--- src/rtl/param_register_file_if.sv ---
`default_nettype none
// ============================================================================
// Module  : param_register_file_if
// Brief   : Read/write/clear bus bundle for param_register_file.
// Revision: 1.0
// ============================================================================
interface param_register_file_if #(
  parameter int DATA_W = 16,
  parameter int ADDR_W = 3
);
  logic [ADDR_W-1:0] Rs;
  logic [ADDR_W-1:0] Rd;
  logic [DATA_W-1:0] AR;
  logic [DATA_W-1:0] BR;
  logic              regWrite;
  logic [ADDR_W-1:0] writeRegister;
  logic [DATA_W-1:0] writeData;
  logic              clear_req;
  logic              clear_busy;
  logic              clear_done;
  logic              write_err;

  modport master (
    output Rs, Rd, regWrite, writeRegister, writeData, clear_req,
    input  AR, BR, clear_busy, clear_done, write_err
  );

  modport slave (
    input  Rs, Rd, regWrite, writeRegister, writeData, clear_req,
    output AR, BR, clear_busy, clear_done, write_err
  );
endinterface
`default_nettype wire

--- src/rtl/param_register_file.sv ---
`default_nettype none
// ============================================================================
// Module  : param_register_file
// Brief   : 2R/1W register file with optional zero register, bulk-clear
//           engine and dropped-write reporting. Macro REGFILE_BYPASS_EN
//           enables same-cycle write-to-read forwarding.
// Revision: 1.0
// ============================================================================
module param_register_file #(
  parameter int DATA_W   = 16,
  parameter int ADDR_W   = 3,
  parameter int ZERO_REG = 0
) (
  input  wire logic           clock,
  input  wire logic           reset,
  param_register_file_if.slave bus
);
  localparam int NREGS = 1 << ADDR_W;

  typedef enum logic [1:0] {
    S_IDLE  = 2'd0,
    S_CLEAR = 2'd1,
    S_DONE  = 2'd2
  } state_t;

  state_t            r_state;
  logic [ADDR_W-1:0] r_index;
  logic [DATA_W-1:0] r_mem [NREGS];
  logic              r_busy;
  logic              r_done;
  logic              r_werr;

  logic w_write_zero;
  logic w_write_ok;
  logic w_write_drop;
  logic w_fwd_ok;

  // Writes to a hardwired-zero entry 0 vanish silently and are never errors.
  assign w_write_zero = (ZERO_REG != 0) && (bus.writeRegister == '0);
  assign w_write_ok   = bus.regWrite && (r_state != S_CLEAR) && !w_write_zero;
  assign w_write_drop = bus.regWrite && (r_state == S_CLEAR) && !w_write_zero;

`ifdef REGFILE_BYPASS_EN
  assign w_fwd_ok = w_write_ok;
`else
  assign w_fwd_ok = 1'b0;
`endif

  always_ff @(posedge clock or posedge reset) begin
    if (reset) begin
      for (int i = 0; i < NREGS; i++) r_mem[i] <= '0;
      r_state <= S_IDLE;
      r_index <= '0;
      r_busy  <= 1'b0;
      r_done  <= 1'b0;
      r_werr  <= 1'b0;
    end else begin
      r_werr <= w_write_drop;
      if (w_write_ok) r_mem[bus.writeRegister] <= bus.writeData;
      case (r_state)
        S_IDLE: begin
          if (bus.clear_req) begin
            r_state <= S_CLEAR;
            r_index <= '0;
            r_busy  <= 1'b1;
          end
        end
        S_CLEAR: begin
          r_mem[r_index] <= '0;
          r_index        <= r_index + 1'b1;
          if (r_index == ADDR_W'(NREGS - 1)) begin
            r_state <= S_DONE;
            r_busy  <= 1'b0;
            r_done  <= 1'b1;
          end
        end
        S_DONE: begin
          r_state <= S_IDLE;
          r_done  <= 1'b0;
        end
        default: begin
          r_state <= S_IDLE;
          r_busy  <= 1'b0;
          r_done  <= 1'b0;
        end
      endcase
    end
  end

  always_comb begin
    bus.AR = r_mem[bus.Rs];
    if (w_fwd_ok && (bus.Rs == bus.writeRegister)) bus.AR = bus.writeData;
    if ((ZERO_REG != 0) && (bus.Rs == '0)) bus.AR = '0;
  end

  always_comb begin
    bus.BR = r_mem[bus.Rd];
    if (w_fwd_ok && (bus.Rd == bus.writeRegister)) bus.BR = bus.writeData;
    if ((ZERO_REG != 0) && (bus.Rd == '0)) bus.BR = '0;
  end

  assign bus.clear_busy = r_busy;
  assign bus.clear_done = r_done;
  assign bus.write_err  = r_werr;
endmodule
`default_nettype wire

--- src/flat_wrapper.sv ---
// flat-port wrapper written by rule: the top's interface ports become plain ports
module param_register_file_flat 
#(
  parameter int DATA_W   = 16,
  parameter int ADDR_W   = 3,
  parameter int ZERO_REG = 0
)
  (clock, reset, bus_Rs, bus_Rd, bus_regWrite, bus_writeRegister, bus_writeData, bus_clear_req, bus_AR, bus_BR, bus_clear_busy, bus_clear_done, bus_write_err);
  param_register_file_if #(.DATA_W(DATA_W), .ADDR_W(ADDR_W)) bus_i ();
  input  wire logic clock;
  input  wire logic reset;
  input wire logic [$bits(bus_i.Rs)-1:0] bus_Rs;
  input wire logic [$bits(bus_i.Rd)-1:0] bus_Rd;
  input wire logic [$bits(bus_i.regWrite)-1:0] bus_regWrite;
  input wire logic [$bits(bus_i.writeRegister)-1:0] bus_writeRegister;
  input wire logic [$bits(bus_i.writeData)-1:0] bus_writeData;
  input wire logic [$bits(bus_i.clear_req)-1:0] bus_clear_req;
  output wire logic [$bits(bus_i.AR)-1:0] bus_AR;
  output wire logic [$bits(bus_i.BR)-1:0] bus_BR;
  output wire logic [$bits(bus_i.clear_busy)-1:0] bus_clear_busy;
  output wire logic [$bits(bus_i.clear_done)-1:0] bus_clear_done;
  output wire logic [$bits(bus_i.write_err)-1:0] bus_write_err;
  assign bus_i.Rs = bus_Rs;
  assign bus_i.Rd = bus_Rd;
  assign bus_i.regWrite = bus_regWrite;
  assign bus_i.writeRegister = bus_writeRegister;
  assign bus_i.writeData = bus_writeData;
  assign bus_i.clear_req = bus_clear_req;
  assign bus_AR = bus_i.AR;
  assign bus_BR = bus_i.BR;
  assign bus_clear_busy = bus_i.clear_busy;
  assign bus_clear_done = bus_i.clear_done;
  assign bus_write_err = bus_i.write_err;
  param_register_file #(.DATA_W(DATA_W), .ADDR_W(ADDR_W), .ZERO_REG(ZERO_REG)) u_core (.clock(clock), .reset(reset), .bus(bus_i));
endmodule
--- config.mk ---
export PLATFORM = sky130hd
export DESIGN_NAME = param_register_file_flat
export DESIGN_NICKNAME = d
export VERILOG_FILES = /design/src/rtl/param_register_file_if.sv /design/src/rtl/param_register_file.sv /design/src/flat_wrapper.sv
export SDC_FILE = /design/constraint.sdc
export NUM_CORES = 1
export LEC_CHECK = 0
export CAP_MARGIN = 30
export CORE_AREA = 4 4 175 177
export CTS_BUF_LIST = sky130_fd_sc_hd__clkbuf_8
export DETAILED_ROUTE_END_ITERATION = 7
export DIE_AREA = 0 0 179 181
export SETUP_SLACK_MARGIN = 0.4
export SYNTH_ARGS = -nofsm -noshare
export SYNTH_HDL_FRONTEND = slang
export SYNTH_SLANG_ARGS = --single-unit
--- constraint.sdc ---
create_clock -name clock -period 12.34 [get_ports clock]
set_clock_uncertainty 0.05 [all_clocks]
set_input_delay 3.702 -clock clock [delete_from_list [all_inputs] [get_ports clock]]
set_output_delay 3.702 -clock clock [all_outputs]
set_load 0.005 [all_outputs]
=== Yosys cells after proc, flatten, opt, wreduce, memory -nomap -nowiden ===
Index checks and enable logic that the tools add are counted.

* Flip-flop bits (word level): 136
* Bits of input ports: 29
* Output and inout bits: 35

* $add $sub $neg: 1
* $lt $le $gt $ge: 6
* Equality and inequality tests: 6
* Mux-type cells: 23
* Bitwise logic cells: 8
* Reduce and logical (&&, ||, !) cells: 10

{| class="wikitable"
|+ Operator list
! cell !! number
|-
| 128-bit 2-to-1 mux || 2
|-
| 128-bit bitwise AND || 1
|-
| 128-bit bitwise mux || 1
|-
| 128-bit NOT || 1
|-
| 16-bit binary-select mux with 3-bit select || 2
|-
| 16-bit demux with 3-bit select || 2
|-
| 16-bit 2-to-1 mux || 6
|-
| 4-bit greater-or-equal comparator (second input constant) || 4
|-
| 3-bit NOT with 4-bit output || 4
|-
| 4-bit by 1-bit less-than comparator with 1-bit output (second input constant) || 2
|-
| 3-bit one-hot mux with 2 select lines || 1
|-
| 2-bit AND reduction || 3
|-
| 1-bit logical AND || 4
|-
| 2-bit 2-to-1 mux || 2
|-
| 2-bit != test (second input constant) || 2
|-
| 2-bit one-hot mux with 2 select lines || 1
|-
| 3-bit by 1-bit adder with 3-bit output (second input constant) || 1
|-
| 3-bit equality test (second input constant) || 1
|-
| 1-bit 2-to-1 mux || 3
|-
| 3-bit 2-to-1 mux || 1
|-
| 1-bit one-hot mux with 3 select lines || 1
|-
| 3-bit AND reduction || 1
|-
| 2-bit by 1-bit equality test with 1-bit output (second input constant) || 1
|-
| 2-bit equality test (second input constant) || 1
|-
| 5 further kinds || 6
|}

=== Longest topological paths before layout ===
Gate-level depths: netlist (run 1).

* Depth after elaboration: 9
* Mapped depth: 6
* Depth with buffers taken out: 5

=== Worst setup path before layout (run 1) ===
No wires, ideal clock.

* Path type: in2out
* Start point: input port bus_Rd[1]
* End point: output port bus_BR[10]
* Data arrival time: 4.840 ns
* Slack: 3.748 ns
* Stages on the path: 4
* Cell sequence: clkbuf_1 -> buf_1 -> mux4_2 -> mux2_2

* Word-level cells in the longest chain between the ends: 4

{| class="wikitable"
|+ RTL lines
! what !! line !! RTL
|-
| start: declaration || flat_wrapper.sv:13 || <nowiki>input wire logic [$bits(bus_i.Rd)-1:0] bus_Rd;</nowiki>
|-
| 3-bit NOT with 4-bit output (not written as such) || param_register_file.sv:97 || <nowiki>bus.BR = r_mem[bus.Rd];</nowiki>
|-
| 16-bit binary-select mux with 3-bit select || param_register_file.sv:97 ||
|-
| 16-bit 2-to-1 mux (not written as such) (2 in a row) || param_register_file.sv:97 ||
|-
| end: declaration || flat_wrapper.sv:19 || <nowiki>output wire logic [$bits(bus_i.BR)-1:0] bus_BR;</nowiki>
|}

No other way between the ends. The select of a mux whose other input is x is not followed.

=== Worst setup path in the final report (run 1) ===
* Start point: input port bus_Rs[0]
* End point: output port bus_AR[2]

* Word-level cells in the longest chain between the ends: 4

{| class="wikitable"
|+ RTL lines
! what !! line !! RTL
|-
| start: declaration || flat_wrapper.sv:12 || <nowiki>input wire logic [$bits(bus_i.Rs)-1:0] bus_Rs;</nowiki>
|-
| 3-bit NOT with 4-bit output (not written as such) || param_register_file.sv:91 || <nowiki>bus.AR = r_mem[bus.Rs];</nowiki>
|-
| 16-bit binary-select mux with 3-bit select || param_register_file.sv:91 ||
|-
| 16-bit 2-to-1 mux (not written as such) (2 in a row) || param_register_file.sv:91 ||
|-
| end: declaration || flat_wrapper.sv:18 || <nowiki>output wire logic [$bits(bus_i.AR)-1:0] bus_AR;</nowiki>
|}

No other way between the ends. The select of a mux whose other input is x is not followed.

==> parameters.txt, run 1 <==
Parameter                              Value

Global routing
  Wire length of the first global-routing pass ... 45,960 um
  Total routing resource utilization after global routing ... 18.23%
  GRT Residual Overflow ... 0
  Antenna violations before repair ... 3
  Pin count of the biggest net entering global routing ... 83
  Via count of the first global-routing pass ... 7,413

Critical path
  Biggest cell delay along the critical path ... 590 ps
  Critical path arrival ... 5800 ps
  Cells traversed along the worst timing path ... buf_2 > buf_4 > mux4_2 > mux2_2 > clkdlybuf4s50_1
  Endpoint of the worst register-to-register path ... u_core.r_mem[110]$_DFF_PP0_
  Register-to-Register Path Depth ... 5
  Setup slack of the worst register-to-register path ... 9620 ps
  Cell at the slowest stage of the critical path ... sky130_fd_sc_hd__mux4_2
  Crit path to ... bus_AR[2]
  Worst setup EP type ... primary output
  Setup crit start kind ... input port
  Top fanout value on the critical path ... 28
  RR Startpoint ... u_core.r_state[0]$_DFFE_PP0P_
  Class of the most critical setup path ... input port to primary output
  Critical path startpoint ... bus_Rs[0]
  Worst endpoint required time ... 8590 ps

Layout
  Area taken by flip-flops and latches ... 3403 um^2
  Area of all placed cells without fillers ... 9801 um^2
  Fraction of final layout cells sized beyond drive strength 1 ... 22.81%
  Multi-input logic area ... 4564 um^2
  Count of placed standard cells in the final layout, fillers left out ... 1,168
  Filler Cell Count ... 2,928
  Layout-stage area growth over the synthesis result ... 14.27%
  Net count of the finished layout ... 796

Placed design
  Detailed-placement wirelength estimate ... 16,290 um
  Placer Congestion ... 0.7938
  Placed cell count ... 1,134
  Count of buffers inserted at the top-level ports ... 63
  Instance area after placement ... 9364 um^2

Timing
  Max Clock Freq ... 0.1047 GHz
  Period Utilization, post-route ... 77.37%
  Unrepaired setup endpoints after global routing ... no
  Slew HR ... 30.03%
  Final hold violation count ... 0
  Setup total negative slack ... 0 ps
  Worst-Margin Slew ... 1046 ps
  Worst Hold Margin ... 507.0 ps
  Setup violators final ... 0
  Final Slew Violations ... 0
  Clock period minus worst slack ... 9548 ps

Clock network
  Worst-Skew Late Latency ... 460 ps
  Total clock buffers created by CTS ... 17
  Clock tree root buffer cell ... sky130_fd_sc_hd__clkbuf_8
  Buffer depth of the longest clock path ... 2
  Clock tree from TritonCTS ... done
  Total setup buffers inserted after CTS ... 0
  Hold-fix buffers at CTS ... 0
  Total of cells resized after clock tree synthesis ... 0
  Number of clock sinks ... 136
  Deepest level of the CTS H-tree ... 4
  Post-CTS clock slew at the launch and capture registers of the worst setup and hold paths ... 80 ps

Synthesis
  Synth Warn # ... 0
  Mean cell area of the mapped netlist ... 10.88 um^2
  Cells after synthesis ... 788
  Synth unique cells ... 34
  Sequential cell area fraction in the yosys report ... 39.68%
  FF+latch count, synth ... 136
  Cell area after synthesis ... 8577 um^2
  Number of nets produced by synthesis ... 819

Route
  DR vias ... 7,451
  Initial DRC count ... 1,044
  Detailed-route DRC error count ... 0
  Routed wire length ... 29,720 um
  Detailed-routing iteration count for the pre-antenna-repair pass ... 5
  Via-per-instance ratio ... 6.379
  Average wire length per cell after detail routing ... 25.45 um
  Antenna violation net count after detailed routing ... 0

Floorplanning
  Starting density of the core ... 29.33%
  Die extent in x ... 179 um
  Die Y ... 181 um
  Number of standard-cell rows in the floorplan ... 63
  Full die area ... 32,400 um^2
  I/O pin count ... 64
  Area of the core ... 29,240 um^2

Pwr
  Final Total Pwr ... 0.002038 W
  Leakage component of the power ... 3.546 nW
  Largest voltage drop on the vdd net ... 203.1 uV
  Pwr Density ... 207.9 nW/um^2

Run
  Max capacitance violation total ... 0

Min path
  Kind of path behind the tightest hold check ... register to register

Run status
  Outcome ... finished clean
## worst max-delay path, delay by kind of cell
kind / cells / cell delay (ps)
muxes: 2 / 910
buffers and inverters: 3 / 1170
## worst min-delay path by stage
stage	slack (ps)	from	to	depth (start not counted)
2_1_floorplan	430	u_core.r_state[1]$_DFFE_PP0P_	u_core.r_state[0]$_DFFE_PP0P_	1
3_3_place_gp	480	u_core.r_mem[41]$_DFF_PP0_	u_core.r_mem[41]$_DFF_PP0_	2
3_5_place_dp	490	u_core.r_mem[99]$_DFF_PP0_	u_core.r_mem[99]$_DFF_PP0_	2
4_1_cts	510	u_core.r_mem[20]$_DFF_PP0_	u_core.r_mem[20]$_DFF_PP0_	2
5_1_grt	520	u_core.r_mem[20]$_DFF_PP0_	u_core.r_mem[20]$_DFF_PP0_	2
6_report	510	u_core.r_mem[2]$_DFF_PP0_	u_core.r_mem[2]$_DFF_PP0_	2
## sequential cells by signal, indices dropped and copies added, names as in the netlist
| register | cells |
|---|---|
| u_core.bus.clear_busy | 1 |
| u_core.bus.clear_done | 1 |
| u_core.bus.write_err | 1 |
| u_core.r_index | 3 |
| u_core.r_mem | 128 |
| u_core.r_state | 2 |
## synth_stat cells
| cell type | n | area, um^2 |
|---|---|---|
| sky130_fd_sc_hd__a21oi_1 | 130 | 650.6 |
| sky130_fd_sc_hd__a22o_1 | 2 | 17.52 |
| sky130_fd_sc_hd__and2_1 | 1 | 6.260 |
| sky130_fd_sc_hd__and3_1 | 1 | 6.260 |
| sky130_fd_sc_hd__and3b_1 | 2 | 17.52 |
| sky130_fd_sc_hd__buf_1 | 5 | 18.77 |
| sky130_fd_sc_hd__buf_2 | 41 | 205.2 |
| sky130_fd_sc_hd__buf_4 | 3 | 22.52 |
| sky130_fd_sc_hd__buf_6 | 9 | 101.4 |
| sky130_fd_sc_hd__clkbuf_1 | 55 | 206.5 |
| sky130_fd_sc_hd__clkbuf_2 | 17 | 85.08 |
| sky130_fd_sc_hd__dfrtp_1 | 136 | 3403 |
| sky130_fd_sc_hd__ha_1 | 2 | 25.02 |
| sky130_fd_sc_hd__inv_1 | 5 | 18.77 |
| sky130_fd_sc_hd__mux2_2 | 32 | 360.4 |
| sky130_fd_sc_hd__mux4_2 | 64 | 1441 |
| sky130_fd_sc_hd__nand2_1 | 2 | 7.510 |
| sky130_fd_sc_hd__nand2b_1 | 3 | 18.77 |
| sky130_fd_sc_hd__nand3_1 | 1 | 5.000 |
| sky130_fd_sc_hd__nand3b_1 | 2 | 15.01 |
| sky130_fd_sc_hd__nand3b_2 | 1 | 11.26 |
| sky130_fd_sc_hd__nand4_1 | 128 | 800.8 |
| sky130_fd_sc_hd__nor2_1 | 2 | 7.510 |
| sky130_fd_sc_hd__nor2_2 | 3 | 18.77 |
| sky130_fd_sc_hd__nor2b_1 | 2 | 12.51 |
| sky130_fd_sc_hd__nor3_2 | 4 | 40.04 |
| sky130_fd_sc_hd__nor3b_2 | 1 | 12.51 |
| sky130_fd_sc_hd__nor4_4 | 1 | 21.27 |
| sky130_fd_sc_hd__o21ai_0 | 1 | 5.000 |
| sky130_fd_sc_hd__o21bai_1 | 1 | 7.510 |
| sky130_fd_sc_hd__o22ai_1 | 2 | 12.51 |
| sky130_fd_sc_hd__o31ai_1 | 123 | 923.4 |
| sky130_fd_sc_hd__o31ai_2 | 5 | 62.56 |
| sky130_fd_sc_hd__or3b_1 | 1 | 8.760 |
## kinds of logic after synthesis
| family | synth area share, % |
|---|---|
| compound gates | 19.58 |
| simple gates | 11.77 |
| flops | 39.68 |
| buf+inv | 7.673 |
| mux | 21.01 |
| fa+ha+maj | 0.2917 |
## routing by layer
| metal | GRT usage, % | routed length [um] |
|---|---|---|
| met1 | 27.69 | 12930 |
| met3 | 4.603 | 3027 |
| met4 | 4.667 | 497 |
| met2 | 25.82 | 13230 |
| met5 | 0 | 41 |
## cell type report
cell class                      count  area share, %
Antenna cell                        2        0.05107
Sequential cell                   136          34.72
Timing Repair Buffer               88          9.575
Inverter                            5         0.2553
Tap cell                          390          4.979
Clock buffer                       18          2.528
Multi-Input combinational cell    517          46.57
Clock inverter                     12          1.315
## stage by stage
stage               worst slack [ps]  util [%]
finish                          2792     33.51
global route                    2675     33.50
CTS                             2769     33.31
detailed placement              2770     32.02
global placement                2768     31.49
floorplan                       3748         -
## report_power, final
group | internal, W | switching, W
Sequential | 0.000617 | 0.000153
Clock | 0.000182 | 0.000188
Combinational | 0.000412 | 0.000485
Total | 0.00121 | 0.000827
## placed cells by master, fill, tap and decap left out, types with 5 or more instances in the layout
| cell type | synthesis | routed |
|---|---|---|
| sky130_fd_sc_hd__dfrtp_1 | 136 | 136 |
| sky130_fd_sc_hd__a21oi_1 | 130 | 130 |
| sky130_fd_sc_hd__nand4_1 | 128 | 128 |
| sky130_fd_sc_hd__o31ai_1 | 123 | 123 |
| sky130_fd_sc_hd__mux4_2 | 64 | 64 |
| sky130_fd_sc_hd__clkdlybuf4s50_1 | 0 | 58 |
| sky130_fd_sc_hd__mux2_2 | 32 | 32 |
| sky130_fd_sc_hd__clkbuf_8 | 0 | 18 |
| sky130_fd_sc_hd__buf_4 | 3 | 17 |
| sky130_fd_sc_hd__clkinvlp_4 | 0 | 6 |
| sky130_fd_sc_hd__buf_16 | 0 | 6 |
| sky130_fd_sc_hd__o31ai_2 | 5 | 5 |
(Power assumes the default switching activity.)
==> run 2: changes to the inputs <==
Clock period 12.34 ns to 8.2 ns, I/O delays scaled along.
==> run 2 against run 1 <==
  * Routed wire length shrank 1.9%
  * Clock-buffer cell count unchanged
  * Critical path depth is the same
==> parameters.txt, run 2 (synthesis results as in run 1) <==
Parameter                              Value

Run status
  Outcome ... finished clean

Critical path
  Biggest cell delay along the critical path ... 540 ps
  Cells traversed along the worst timing path ... buf_2 > buf_12 > mux4_2 > mux2_2 > clkdlybuf4s50_1
  Critical path arrival ... 4570 ps
  Top fanout value on the critical path ... 17
  Cell at the slowest stage of the critical path ... sky130_fd_sc_hd__mux4_2
  Worst endpoint required time ... 5690 ps
  Worst setup EP type ... primary output
  Setup crit start kind ... input port
  Class of the most critical setup path ... input port to primary output

Clock network
  Total setup buffers inserted after CTS ... 0
  Total of cells resized after clock tree synthesis ... 0
  Hold-fix buffers at CTS ... 0
  Post-CTS clock slew at the launch and capture registers of the worst setup and hold paths ... 80 ps
  Clock tree from TritonCTS ... done
  Clock tree root buffer cell ... sky130_fd_sc_hd__clkbuf_8
  Number of clock sinks ... 136
  Worst-Skew Late Latency ... 450 ps
  Total clock buffers created by CTS ... 17
  Buffer depth of the longest clock path ... 2
  Deepest level of the CTS H-tree ... 4

Layout
  Number of antenna cells inserted ... 0
  Regs by FF count ... u_core.r_mem x128, u_core.r_index x3, u_core.r_state x2
  Max FFs per register ... 128
  Final core occ ... 33.51%
  Most frequent standard cell in the layout excluding fill and tap cells ... sky130_fd_sc_hd__dfrtp_1
  Top register by number of flip-flops ... u_core.r_mem
  Layout-stage area growth over the synthesis result ... 14.27%
  Most frequent cells in the layout ... sky130_fd_sc_hd__dfrtp_1 (136), sky130_fd_sc_hd__a21oi_1 (130), sky130_fd_sc_hd__nand4_1 (128)
  Area of all placed cells without fillers ... 9801 um^2
  Fraction of final layout cells sized beyond drive strength 1 ... 23.08%
  Net count of the finished layout ... 798

Pwr
  Pwr Density ... 312.4 nW/um^2
  Leakage component of the power ... 3.571 nW
  Largest voltage drop on the vdd net ... 241.2 uV

Placed design
  Placer Congestion ... 0.8068
  Instance area after placement ... 9404 um^2
  Detailed-placement wirelength estimate ... 16,530 um
  DP Worst Slack ... 1119 ps
  Count of buffers inserted at the top-level ports ... 63

Global routing
  Pin count of the biggest net entering global routing ... 96
  GRT Residual Overflow ... 0
  Total routing resource utilization after global routing ... 17.83%
  Antenna violations before repair ... 1
  Wire length of the first global-routing pass ... 45,060 um
  Via count of the first global-routing pass ... 7,317

Floorplanning
  Full die area ... 32,400 um^2
  Die extent in x ... 179 um
  Die Y ... 181 um
  Area of the core ... 29,240 um^2
  Starting density of the core ... 29.33%
  I/O pin count ... 64
  Number of standard-cell rows in the floorplan ... 63

Timing
  Period Utilization, post-route ... 86.37%
  Clock period minus worst slack ... 7082 ps
  Slew HR ... 26.94%
  Unrepaired setup endpoints after global routing ... no
  Max Clock Freq ... 0.1412 GHz
  Setup violators final ... 0
  Final hold violation count ... 0
  Final Slew Violations ... 0
  Setup total negative slack ... 0 ps
  Worst Hold Margin ... 491.7 ps
  Worst-Margin Slew ... 1096 ps
  Worst setup margin ... 1118 ps

Route
  Initial DRC count ... 949
  Routed wire length ... 29,160 um
  Antenna violation net count after detailed routing ... 0
  Average wire length per cell after detail routing ... 24.92 um
  Detailed-routing iteration count for the pre-antenna-repair pass ... 5
  Detailed-route DRC error count ... 0
  Via-per-instance ratio ... 6.364
  DR vias ... 7,446

Run
  Max capacitance violation total ... 0

Min path
  Kind of path behind the tightest hold check ... register to register
run 2: changes by cell type in the layout (fill, tap and decap cells not counted), sizes merged:
cell,change
clkinvlp,-3
inv,+3
diode,-2
buf,+2
clkinv,+2
run 2: area by class of cell:
class | instances | area [um^2]
multi-input cells | 517 | 4552
flip-flops and latches | 136 | 3403
fillers | 2915 | 19440
clock buffers | 18 | 247.7
clock inverters | 14 | 148.9
inverters | 5 | 25.02
well taps | 390 | 488.0
repair buffers | 90 | 935.9
run 2: worst paths after layout:
path                                                    from                           endpoint  slack, ps  cells past startpoint
max in group asynchronous                              reset        u_core.r_mem[127]$_DFF_PP0_       4980                      3
min in group asynchronous                              reset         u_core.r_mem[97]$_DFF_PP0_       2320                      2
hold reg to reg            u_core.bus.clear_done$_DFFE_PP0P_  u_core.bus.clear_done$_DFFE_PP0P_        490                      2
hold / removal             u_core.bus.clear_done$_DFFE_PP0P_  u_core.bus.clear_done$_DFFE_PP0P_        490                      2
setup reg to reg               u_core.r_state[0]$_DFFE_PP0P_         u_core.r_mem[69]$_DFF_PP0_       5460                      5
setup / recovery                                   bus_Rs[0]                          bus_AR[3]       1120                      5
run 2: critical path, delay by kind of cell:
family / cells / cell delay (ps)
buf+inv: 3 / 1260
mux: 2 / 850
run 2: per-layer routing:
layer | part of all wire, % | track usage [%] | routed length, um
met2 | 44 | 25.12 | 12840
met3 | 9.4 | 4.331 | 2747
met1 | 44 | 26.90 | 12840
met4 | 2.5 | 5.557 | 720
met5 | 0.045 | 0 | 13
run 2: metrics by stage:
stage / total power, W / cells
after floorplan: 0.001979 / 788
after global placement: 0.002411 / 1133
after detailed placement: 0.002470 / 1138
after CTS: 0.003048 / 1170
after global routing: 0.003219 / 1170
final: 0.003062 / 1170
run 2: report_power, final:
group | switching (W) | leakage, nW | internal [W]
clock network | 0.000298 | 0.197 | 0.000280
logic | 0.000711 | 1.54 | 0.000612
registers | 0.000234 | 1.83 | 0.000928
==> run 3: changes to the inputs <==
Settings changed: SETUP_SLACK_MARGIN 0.4 to unset.
==> results of run 3 <==
No change in the layout: final DEF, timing and power equal those of run 2.
